**config.mk**
```make
export PLATFORM = sky130hd
export DESIGN_NAME = adc_scan_ctrl
export DESIGN_NICKNAME = d
export VERILOG_FILES = /design/src/rtl/adc_scan_ctrl.sv
export SDC_FILE = /design/constraint.sdc
export NUM_CORES = 1
export LEC_CHECK = 0
export CAP_MARGIN = 40
export CELL_PAD_IN_SITES_DETAIL_PLACEMENT = 1
export CELL_PAD_IN_SITES_GLOBAL_PLACEMENT = 2
export CORE_MARGIN = 2
export CORE_UTILIZATION = 33
export DETAILED_ROUTE_END_ITERATION = 7
export PLACE_DENSITY = 0.84
export SLEW_MARGIN = 10
export SYNTH_ARGS = -nofsm -noshare
export SYNTH_HDL_FRONTEND = slang
export SYNTH_SLANG_ARGS = --single-unit
```
**constraint.sdc**
```tcl
create_clock -name clk -period 2.2 [get_ports clk]
set_clock_uncertainty 0.05 [all_clocks]
set_input_delay 0.44 -clock clk [delete_from_list [all_inputs] [get_ports clk]]
set_output_delay 0.44 -clock clk [all_outputs]
set_load 0.01 [all_outputs]
```
**src/rtl/adc_scan_ctrl.sv**
```systemverilog
// adc_scan_ctrl: mux-scanning sequencer for an 8-bit SAR ADC with an eoc synchroniser and a timeout.
// Define ADC_SCAN_AVG_EN to average four back-to-back conversions per channel.
module adc_scan_ctrl #(
  parameter int NUM_CH      = 4,
  parameter int CH_W        = 2,
  parameter int SETTLE_CYC  = 16,
  parameter int TIMEOUT_CYC = 1023
) (
  input  logic              clk,
  input  logic              rst_n,
  input  logic              start,
  input  logic              continuous,
  input  logic [NUM_CH-1:0] ch_mask,
  output logic              adc_sc,
  input  logic              adc_eoc,
  input  logic [7:0]        adc_resultado,
  output logic [CH_W-1:0]   mux_sel,
  output logic              busy,
  output logic              data_valid,
  output logic [CH_W-1:0]   data_ch,
  output logic [7:0]        data_out,
  output logic              scan_done,
  output logic              timeout_err
);

  localparam int CNT_MAX = (TIMEOUT_CYC > SETTLE_CYC) ? TIMEOUT_CYC : SETTLE_CYC;
  localparam int CNT_W   = $clog2(CNT_MAX + 1);

  typedef enum logic [2:0] {
    IDLE    = 3'd0,
    SETTLE  = 3'd1,
    SC_HI   = 3'd2,
    CONV    = 3'd3,
    CAPTURE = 3'd4,
    NEXT    = 3'd5
  } state_e;

  state_e            state_q, state_d;
  logic [NUM_CH-1:0] mask_q, mask_d;
  logic [CNT_W-1:0]  cnt_q, cnt_d;
  logic [1:0]        eoc_sync_q, eoc_sync_d;
  logic              adc_sc_q, adc_sc_d;
  logic [CH_W-1:0]   mux_sel_q, mux_sel_d;
  logic              busy_q, busy_d;
  logic              data_valid_q, data_valid_d;
  logic [CH_W-1:0]   data_ch_q, data_ch_d;
  logic [7:0]        data_out_q, data_out_d;
  logic              scan_done_q, scan_done_d;
  logic              timeout_err_q, timeout_err_d;
  logic              eoc_s;
  logic              abort_s;
  logic [CH_W:0]     first_s;
  logic [CH_W:0]     next_s;
`ifdef ADC_SCAN_AVG_EN
  logic [1:0]        rep_q, rep_d;
  logic [9:0]        acc_q, acc_d;
  logic [9:0]        sum_s;
`endif

  // Lowest set mask bit at or above lo; MSB of the result flags a hit.
  function automatic logic [CH_W:0] find_from(input logic [NUM_CH-1:0] mask, input int lo);
    logic [CH_W:0] hit;
    hit = {1'b0, {CH_W{1'b0}}};
    for (int i = NUM_CH - 1; i >= 0; i--) begin
      if ((i >= lo) && mask[i]) begin
        hit = {1'b1, CH_W'(i)};
      end
    end
    return hit;
  endfunction

  assign eoc_s   = eoc_sync_q[1];
  assign first_s = find_from(ch_mask, 0);
  assign next_s  = find_from(mask_q, int'(mux_sel_q) + 1);
`ifdef ADC_SCAN_AVG_EN
  assign sum_s   = acc_q + {2'b00, adc_resultado};
`endif

  // Next-state and registered-output logic for the scan FSM.
  always_comb begin
    state_d       = state_q;
    mask_d        = mask_q;
    cnt_d         = cnt_q;
    eoc_sync_d    = {eoc_sync_q[0], adc_eoc};
    adc_sc_d      = adc_sc_q;
    mux_sel_d     = mux_sel_q;
    data_valid_d  = 1'b0;
    data_ch_d     = data_ch_q;
    data_out_d    = data_out_q;
    scan_done_d   = 1'b0;
    timeout_err_d = timeout_err_q;
    abort_s       = 1'b0;
`ifdef ADC_SCAN_AVG_EN
    rep_d         = rep_q;
    acc_d         = acc_q;
`endif
    case (state_q)
      IDLE: begin
        adc_sc_d = 1'b0;
        if (start && (ch_mask != {NUM_CH{1'b0}})) begin
          mask_d        = ch_mask;
          timeout_err_d = 1'b0;
          mux_sel_d     = first_s[CH_W-1:0];
          cnt_d         = {CNT_W{1'b0}};
          state_d       = SETTLE;
`ifdef ADC_SCAN_AVG_EN
          rep_d         = 2'd0;
          acc_d         = 10'd0;
`endif
        end else begin
          state_d = IDLE;
        end
      end
      SETTLE: begin
        if (cnt_q == CNT_W'(SETTLE_CYC - 1)) begin
          adc_sc_d = 1'b1;
          cnt_d    = {CNT_W{1'b0}};
          state_d  = SC_HI;
        end else begin
          cnt_d = cnt_q + CNT_W'(1);
        end
      end
      SC_HI: begin
        if (!eoc_s) begin
          adc_sc_d = 1'b0;
          cnt_d    = {CNT_W{1'b0}};
          state_d  = CONV;
        end else if (cnt_q == CNT_W'(TIMEOUT_CYC - 1)) begin
          abort_s = 1'b1;
        end else begin
          cnt_d = cnt_q + CNT_W'(1);
        end
      end
      CONV: begin
        if (eoc_s) begin
          state_d = CAPTURE;
        end else if (cnt_q == CNT_W'(TIMEOUT_CYC - 1)) begin
          abort_s = 1'b1;
        end else begin
          cnt_d = cnt_q + CNT_W'(1);
        end
      end
      CAPTURE: begin
`ifdef ADC_SCAN_AVG_EN
        // Repeats skip SETTLE: the mux has not moved since the first conversion.
        if (rep_q != 2'd3) begin
          acc_d    = sum_s;
          rep_d    = rep_q + 2'd1;
          adc_sc_d = 1'b1;
          cnt_d    = {CNT_W{1'b0}};
          state_d  = SC_HI;
        end else begin
          data_out_d   = sum_s[9:2];
          data_ch_d    = mux_sel_q;
          data_valid_d = 1'b1;
          scan_done_d  = ~next_s[CH_W];
          acc_d        = 10'd0;
          rep_d        = 2'd0;
          state_d      = NEXT;
        end
`else
        data_out_d   = adc_resultado;
        data_ch_d    = mux_sel_q;
        data_valid_d = 1'b1;
        scan_done_d  = ~next_s[CH_W];
        state_d      = NEXT;
`endif
      end
      NEXT: begin
        if (next_s[CH_W]) begin
          mux_sel_d = next_s[CH_W-1:0];
          cnt_d     = {CNT_W{1'b0}};
          state_d   = SETTLE;
        end else if (continuous && (ch_mask != {NUM_CH{1'b0}})) begin
          mask_d    = ch_mask;
          mux_sel_d = first_s[CH_W-1:0];
          cnt_d     = {CNT_W{1'b0}};
          state_d   = SETTLE;
        end else begin
          state_d = IDLE;
        end
      end
      default: begin
        adc_sc_d = 1'b0;
        state_d  = IDLE;
      end
    endcase
    if (abort_s) begin
      adc_sc_d      = 1'b0;
      timeout_err_d = 1'b1;
      state_d       = IDLE;
`ifdef ADC_SCAN_AVG_EN
      rep_d         = 2'd0;
      acc_d         = 10'd0;
`endif
    end else begin
      timeout_err_d = timeout_err_d;
    end
    busy_d = (state_d != IDLE);
  end

  // State, synchroniser and output registers.
  always_ff @(posedge clk or negedge rst_n) begin
    if (!rst_n) begin
      state_q       <= IDLE;
      mask_q        <= {NUM_CH{1'b0}};
      cnt_q         <= {CNT_W{1'b0}};
      eoc_sync_q    <= 2'b11;
      adc_sc_q      <= 1'b0;
      mux_sel_q     <= {CH_W{1'b0}};
      busy_q        <= 1'b0;
      data_valid_q  <= 1'b0;
      data_ch_q     <= {CH_W{1'b0}};
      data_out_q    <= 8'd0;
      scan_done_q   <= 1'b0;
      timeout_err_q <= 1'b0;
`ifdef ADC_SCAN_AVG_EN
      rep_q         <= 2'd0;
      acc_q         <= 10'd0;
`endif
    end else begin
      state_q       <= state_d;
      mask_q        <= mask_d;
      cnt_q         <= cnt_d;
      eoc_sync_q    <= eoc_sync_d;
      adc_sc_q      <= adc_sc_d;
      mux_sel_q     <= mux_sel_d;
      busy_q        <= busy_d;
      data_valid_q  <= data_valid_d;
      data_ch_q     <= data_ch_d;
      data_out_q    <= data_out_d;
      scan_done_q   <= scan_done_d;
      timeout_err_q <= timeout_err_d;
`ifdef ADC_SCAN_AVG_EN
      rep_q         <= rep_d;
      acc_q         <= acc_d;
`endif
    end
  end

  assign adc_sc      = adc_sc_q;
  assign mux_sel     = mux_sel_q;
  assign busy        = busy_q;
  assign data_valid  = data_valid_q;
  assign data_ch     = data_ch_q;
  assign data_out    = data_out_q;
  assign scan_done   = scan_done_q;
  assign timeout_err = timeout_err_q;

endmodule

```
== Yosys cells after proc, flatten, opt, wreduce, memory -nomap -nowiden ==
Cells that the tools add are included.
Word-level totals
  register bits after elaboration: 36
  bits of input ports: 17
Cells by class
  muxes and demuxes: 45
  add/subtract/negate cells: 2
  $lt $le $gt $ge: 4
  equal/unequal tests: 15
  bitwise operators: 1
  reduce and logical (&&, ||, !) cells: 19
Operators with widths (number)
  10-bit two-way mux: 7
  10-bit one-hot mux with 5 select lines: 1
  3-bit two-way mux: 8
  3-bit one-hot mux with 6 select lines: 1
  1-bit two-way mux: 14
  2-bit two-way mux: 7
  4-bit two-way mux: 3
  10-bit by 1-bit adder with 10-bit output, second input constant: 1
  10-bit equality test, second input constant: 1
  10-bit by 4-bit equality test with 1-bit output, second input constant: 1
  3-bit != test, second input constant: 3
  2-bit != test, second input constant: 4
  4-bit one-hot mux with 2 select lines: 1
  4-bit AND reduction: 2
  3-bit by 2-bit equality test with 1-bit output, second input constant: 2
  3-bit equality test, second input constant: 2
  1-bit by 3-bit >= comparator with 1-bit output, first input constant: 2
  2-bit by 3-bit >= comparator with 1-bit output, first input constant: 2
  1-bit logical AND: 6
  3-bit AND reduction: 2
  2-bit nonzero test: 3
  5-bit nonzero test: 1
  2-bit one-hot mux with 2 select lines: 1
  4-bit nonzero test: 1
  10 further kinds: 10

== Depth between registers and ports, before layout ==
Gate-level depths: netlist (run 1).
  depth after elaboration: 11
  depth in mapped cells: 7
  gate-level depth less buffers: 7

== Least setup slack after synthesis (run 1) ==
No wires, ideal clock.
  path kind: register to register
  start: register cnt_q[5]
  end: register cnt_q[8]
  path buffers: 0
  slack: 0.359 ns
  cell stages (with the launch flop): 6
  data arrival time: 1.669 ns
  setup time: 0.122 ns
  cell sequence: dfrtp_1 -> or4_4 -> o41ai_2 -> a21o_2 -> o211ai_2 -> a32o_1
Between the ends
  longest elaborated chain between the ends: 4
  elaborated cells between the ends (all ways): 8
RTL lines
  from (decl): line 40  | logic [CNT_W-1:0] cnt_q, cnt_d;
  from (signal assigned): line 207  | cnt_q <= {CNT_W{1'b0}};
  from (signal assigned): line 224  | cnt_q <= cnt_d;
  10-bit by 1-bit adder with 10-bit output / 10-bit equality test (equally long branches)
  10-bit two-way mux: line 128, 137
  10-bit two-way mux, on equally long branches: line 135, 124
  10-bit one-hot mux with 5 select lines *: line 97  | case (state_q)
Every way passes the cells marked *; elsewhere a longest branch is shown, timed or not. The select of a mux whose other input is x is not followed.
A chain may end at the register's enable or synchronous reset.

== Final worst setup path (run 1) ==
  start: input port ch_mask[3]
  end: register mask_q[1]
Between the ends
  longest elaborated chain between the ends: 4
  elaborated cells between the ends (all ways): 6
RTL lines
  from (decl): line 13  | input logic [NUM_CH-1:0] ch_mask,
  4-bit nonzero test *: line 100, 174
  1-bit logical AND, on equally long branches: line 174, 100
  2-bit != test (no line)
  4-bit AND reduction (no line) *
  to (signal assigned): line 206  | mask_q <= {NUM_CH{1'b0}};
  to (signal assigned): line 223  | mask_q <= mask_d;
  to (decl): line 39  | logic [NUM_CH-1:0] mask_q, mask_d;
Every way passes the cells marked *; elsewhere a longest branch is shown, timed or not.

==> metrics.txt, run 1 <==
status completed; CP arrival about 2.2 ns; core box area 0.00561 mm2; Worst Path Required 2.32 ns; Design Power 0.00268 W; CP Max Fanout 4; library cells used by synthesis 58; via count around 1700; PortBufs 33; vias per cell around 5.4; GR Util All Layers roughly 18%; FF+latch count, synth 35; Met1 Routed Length around 2400 um; ys flop type dfrtp_1; Remaining Overflow, GRT 0; Final nets 261; DRC 0; Slew headroom 60.5%; clk buf depth 2; RSZ-0062 raised after global routing yes; dpl hpwl around 3800 um; # diodes 0; router iterations before antenna repair 4; clk slew on worst S/H paths about 0.070 ns; area leader, netlist dfrtp_1; Crit path buffers/inverters 1; Worst IR Drop VDD 517 uV; number of max-cap violations 0; Synth top cells by count 33 x dfrtp_1, 15 x nand2_1, 15 x nor2_1; syn nets 210; WL per Instance 16.5 um; Period Utilization, post-route 95.3%; Starting Density 34.6%; asr flop ratio synth 100%; Routed Antenna Nets 0; Syn Area/Cell 10.2 um2; Root Buffer Master clkbuf_8; final worst slack 0.103 ns; I/O pin cnt 34; crit path cell chain clkdlybuf4s50_1, nor4_1, nor3b_1, and2_1, a2bb2oi_2, mux2_1; Final Setup Violations 0; Pins Over Slew Limit 0; WS Path Type input port to flop; Critical Path Source Type input port; crit path max-delay cell type clkdlybuf4s50_1; total CTS buffers 5; Gate Count Post-Synth 191; synth top area cells dfrtp_1 43%, mux2_2 4.6%, a21oi_1 3.4%; top-area cell type share of the netlist area 42.6%; Mapped Area just under 0.002 mm2; DIE HEIGHT 80.7 um; Skew-Pair Late Insertion Delay ~0.29 ns; Fmax ~0.48 GHz; endpoints failing hold 0; largest net degree at the start of global routing 16; leakage ~1.1 nW; TritonCTS clock tree yes; # rows 27; PwrDens 1030 mW/mm2; Max stage delay on crit path around 0.48 ns; actual slew at the worst max-slew pin 0.592 ns; uppermost routed layer met4; routability cong. 0.834; crit-path leading delay family simple AND/OR/NAND/NOR gates; Starting DRT DRC Count 49; Post-synth EDFFs 0; Worst Hold Class flop to flop; most frequent cell after synthesis dfrtp_1; Yosys warning count 0; dpl ws -0.173 ns; Routed WL 5190 um; CP Capture Type flop; initial antenna violation count 0; CTS HTree Levels 2; fin crit period between 2 and 2.5 ns; Area Growth Syn to Fin 34.5%; sequential element share of the synthesized area 45.3%; met2 WL 2430 um; Die W ~81 um; wire length on met3 247 um; share of cells above drive strength 1 between 20% and 30%; die area around 0.0065 mm2; CTS sink cnt 35; vias in the first global route ~1800; first-pass GRT wire length a little under 9000 um
path summary, 6_finish.rpt:
| check | from | cells past startpoint | to | slack, ns |
|---|---|---|---|---|
| worst max register to register | cnt_q[5] | 5 | busy | 0.15 |
| worst max-delay path | ch_mask[3] | 6 | mask_q[1] | 0.10 |
| max in group asynchronous | rst_n | 3 | eoc_sync_q[0] | 1.12 |
| worst min-delay path | eoc_sync_q[0] | 0 | eoc_sync_q[1] | 0.31 |
| worst min register to register | eoc_sync_q[0] | 0 | eoc_sync_q[1] | 0.31 |
| min in group asynchronous | rst_n | 2 | timeout_err | 0.46 |
flip-flops by register name, summed over array words and instances, names as in the netlist:
name,count
cnt_q,10
state_q,3
timeout_err,1
data_out,8
adc_sc,1
busy,1
data_valid,1
mux_sel,2
eoc_sync_q,2
data_ch,2
mask_q,3
scan_done,1
worst register-to-register path, cell delays in order, from the launching register on:
cell and delay (ns):
dfrtp_1 0.43, or4_4 0.60, nor4_4 0.26, o221ai_1 0.17, nor3_1 0.24, o2111ai_1 0.16
layout make-up:
cell class,count,area (um2)
multi-input combinational,139,987
tap,72,90.1
clock inverter,3,67.6
sequential,35,878
timing repair buffer,52,483
inverter,9,33.8
fill,668,3000
clock buffer,5,68.8
cells by family (layout without fill, tap and decap cells):
| family | after synthesis | count (layout) | share of synthesized area, % |
|---|---|---|---|
| buffers and inverters | 17 | 69 | 3.81 |
| DFF | 35 | 35 | 45.3 |
| muxes | 12 | 12 | 6.90 |
| and+or+nand+nor | 70 | 70 | 21.7 |
| AOI/OAI and AO/OA | 53 | 53 | 19.9 |
| xor gates and xnor gates | 1 | 1 | 0.452 |
| adders and majority gates | 3 | 3 | 1.87 |
cell usage in the layout, fill, tap and decap left out, drive strengths merged, types with 3 or more instances in the layout:
master / n
buf: 19
nor3: 6
o2bb2ai: 4
or3: 3
a41oi: 3
nand4: 5
inv: 9
nand2: 15
nand3: 5
clkbuf: 5
mux2: 11
a31oi: 3
nand2b: 4
nand3b: 3
dfrtp: 33
o21ai: 8
a21oi: 13
nor2: 15
o211ai: 3
nor4: 3
o31ai: 3
clkdlybuf4s50: 32
and2: 3
repair_timing:
item                                    CTS  global route
setup buffers                             0             0
endpoints found under the setup margin    0             3
hold buffers                              1             0
gates resized for setup                   0             0
endpoints found under the hold margin     6             0
stage by stage:
step	instances	cell area (um2)	utilization (%)	hold WS (ns)	setup TNS [ns]
2_1_floorplan	191	1940	-	0.0944	0
3_3_place_gp	306	2460	43.9	0.240	-0.467
3_5_place_dp	306	2460	43.9	0.241	-1.36
4_1_cts	315	2610	46.5	0.309	0
5_1_grt	315	2610	46.5	0.312	-0.0955
6_report	315	2610	46.5	0.307	0
where the power goes:
part / total (W) / leakage [nW] / internal, W / switching (W)
registers: 0.000995 / 0.450 / 0.000815 / 0.000180
logic: 0.000976 / 0.586 / 0.000496 / 0.000480
clock network: 0.000706 / 0.0644 / 0.000452 / 0.000254
per-layer routing:
metal / global-route usage [%] / vias up
met5: 0 / -
met4: 5.59 / 0
met3: 4.04 / 8
met2: 28.7 / 41
met1: 24.1 / 857
li1: - / 808
Note: power is estimated with default switching activity, not from simulation.
==> inputs of run 2 (changes only) <==
--- a/config.mk
+++ b/config.mk
@@ -11,7 +11,7 @@
 export CORE_MARGIN = 2
 export CORE_UTILIZATION = 33
 export DETAILED_ROUTE_END_ITERATION = 7
-export PLACE_DENSITY = 0.84
+export PLACE_DENSITY_LB_ADDON = 0.1
 export SLEW_MARGIN = 10
 export SYNTH_ARGS = -nofsm -noshare
 export SYNTH_HDL_FRONTEND = slang
==> run 2 against run 1 <==
  * Cell area down 1.9%
  * First-iteration DRC count up 35%
  * Non-clock buffer count down 2
  * Die area unchanged
  * Largest cell class unchanged
  * Sequential share of layout area up 0.66 points
  * Setup slack better by 0.024 ns
  * Fmax up 1.2%
  * Critical endpoint is now busy
  * Clock power down 28%
  * Utilization down 0.89 points
==> metrics.txt, run 2 (synthesis results as in run 1) <==
leakage 1.08 nW (-2.2%); vias per cell 5.40 (-0.77%); endpoints failing hold 0 (unchanged); Critical Path Source Type flop; # fillers 636 (-4.8%); number of max-cap violations 0 (unchanged); fin crit period 2.07 ns (-0.0244 ns); router iterations before antenna repair 4 (unchanged); RR Startpoint cnt_q[5]; crit path cell chain or4_4, nor4_4, o221ai_1, nor3_1, o2111ai_1; Worst R2R Path Depth 5 (unchanged); PortBufs 33 (unchanged); Skew-Pair Late Insertion Delay 0.29 ns (about the same); largest net degree at the start of global routing 36 (+20); most frequent cells in the layout 33 x dfrtp_1, 33 x clkdlybuf4s50_1, 17 x buf_4, 15 x nor2_1, 15 x nand2_1; core box area 0.00561 mm2 (unchanged); Top reg by flops cnt_q; I/O pin cnt 34 (unchanged); total CTS buffers 5 (unchanged); WS Path Type flop to flop; Final nets 259 (-0.77%); Fmax 0.482 GHz (+1.2%); Design Area, Final 0.00256 mm2 (-1.9%); Routed Antenna Nets 0 (unchanged); Routed WL 5230 um (+0.81%); RSZ-0062 raised after global routing no; actual slew at the worst max-slew pin 0.551 ns (-0.0406 ns); R2R Setup Slk 0.13 ns (-0.02 ns); Worst Hold Launch eoc_sync_q[0]; Max stage delay on crit path 0.60 ns (+0.12 ns); PwrDens 972 mW/mm2 (-5.3%); Starting Density 34.6% (unchanged); # diodes 0 (unchanged); via count 1690 (-1.4%); status completed; DIE HEIGHT 80.7 um (unchanged); Root Buffer Master clkbuf_8; Starting DRT DRC Count 66 (+35%); Period Utilization, post-route 94.2% (-1.1 points); CP arrival 2.17 ns (-0.05 ns); Worst IR Drop VDD 494 uV (-4.5%); fin util 45.6% (-0.89 points); TritonCTS clock tree yes; worst hold slack 0.308 ns (+0.000683 ns); Worst Path Required 2.29 ns (-0.03 ns); dpl hpwl 3990 um (+4.6%); Reg2Reg Capture Point busy; crit path max-delay cell type or4_4; initial antenna violation count 0 (unchanged); CP Capture Type flop; CP Max Fanout 5 (+1); Min-Delay Endpoint eoc_sync_q[1]; Worst Hold Class flop to flop; # rows 27 (unchanged); share of cells above drive strength 1 20.7% (-0.24 points); Die W 80.7 um (unchanged); CTS HTree Levels 2 (unchanged); routability cong. 0.830 (-0.47%); hold path depth 0 (unchanged); WL per Instance 16.7 um (+1.5%); first-pass GRT wire length 9000 um (+1.0%); CTS sink cnt 35 (unchanged); clk slew on worst S/H paths 0.07 ns (about the same); Remaining Overflow, GRT 0 (unchanged); GR Util All Layers 18.2% (+0.23 points); Slew headroom 63.3% (+2.7 points); max FFs per register 10 (unchanged); dpl cell area 0.00245 mm2 (-0.61%); DRC 0 (unchanged); Area Growth Syn to Fin 31.9%; Final Setup Violations 0 (unchanged); Pins Over Slew Limit 0 (unchanged); clk buf depth 2 (unchanged); die area 0.00651 mm2 (unchanged); vias in the first global route 1864 (+0.92%)
[run 2: cell count changes in the layout (fill, tap and decap cells not counted), sizes merged]
cell and delta:
clkinvlp -1, dlygate4sd3 -1, buf -2, clkbuf +3, bufinv -2, clkdlybuf4s50 +1
[run 2: how the worst max path moves through the flow]
| stage | from | endpoint | slack, ns | depth (start not counted) |
|---|---|---|---|---|
| after detailed placement | ch_mask[0] | mask_q[1] | -0.18 | 6 |
| after floorplan | cnt_q[5] | cnt_q[8] | 0.36 | 5 |
| after CTS | ch_mask[0] | mask_q[1] | 0.11 | 6 |
| final | cnt_q[5] | busy | 0.13 | 5 |
| after global placement | ch_mask[2] | mask_q[1] | -0.08 | 6 |
| after global routing | cnt_q[5] | busy | 0.02 | 5 |
[run 2: area by class of cell]
| type | count | area [um2] | area share, % |
|---|---|---|---|
| multi-input cells | 139 | 998 | 39.0 |
| flip-flops and latches | 35 | 878 | 34.3 |
| repair buffers | 50 | 458 | 17.9 |
| well taps | 72 | 90.1 | 3.52 |
| clock buffers | 8 | 100 | 3.91 |
| inverters | 9 | 33.8 | 1.32 |
[run 2: through the flow]
stage          cells  setup WS (ns)  setup TNS (ns)  power (W)
2_1_floorplan    191          0.359               0    0.00155
3_3_place_gp     305        -0.0827          -0.472    0.00194
3_5_place_dp     305         -0.181           -1.42    0.00199
4_1_cts          313          0.105               0    0.00252
5_1_grt          313         0.0247               0    0.00267
6_report         313          0.127               0    0.00249
[run 2: worst max-delay path, delay by kind of cell, from the launching register on]
kind / cells / cell delay [ns]
flops: 1 / 0.43
compound gates: 2 / 0.34
simple gates: 3 / 1.11
[run 2: where the power goes]
| part | switching (W) | total [W] | internal (W) | leakage, nW |
|---|---|---|---|---|
| clock network | 0.000224 | 0.000510 | 0.000286 | 0.0515 |
| logic | 0.000502 | 0.000994 | 0.000491 | 0.575 |
| registers | 0.000167 | 0.000983 | 0.000816 | 0.450 |
| total | 0.000894 | 0.00249 | 0.00159 | 1.08 |
[run 2: timing repair]
action / CTS / global route
hold buffers: 0 / 0
resized for setup: 0 / 2
hold endpoints to repair: 0 / 0
setup endpoints to repair: 0 / 3
setup buffers: 0 / 0
[run 2: routing by layer]
layer	up-vias	routed length [um]	global-route usage (%)
met4	0	70	5.59
met3	7	264	4.61
li1	810	-	-
met2	40	2570	31.5
met5	-	0	0
met1	833	2320	22.0
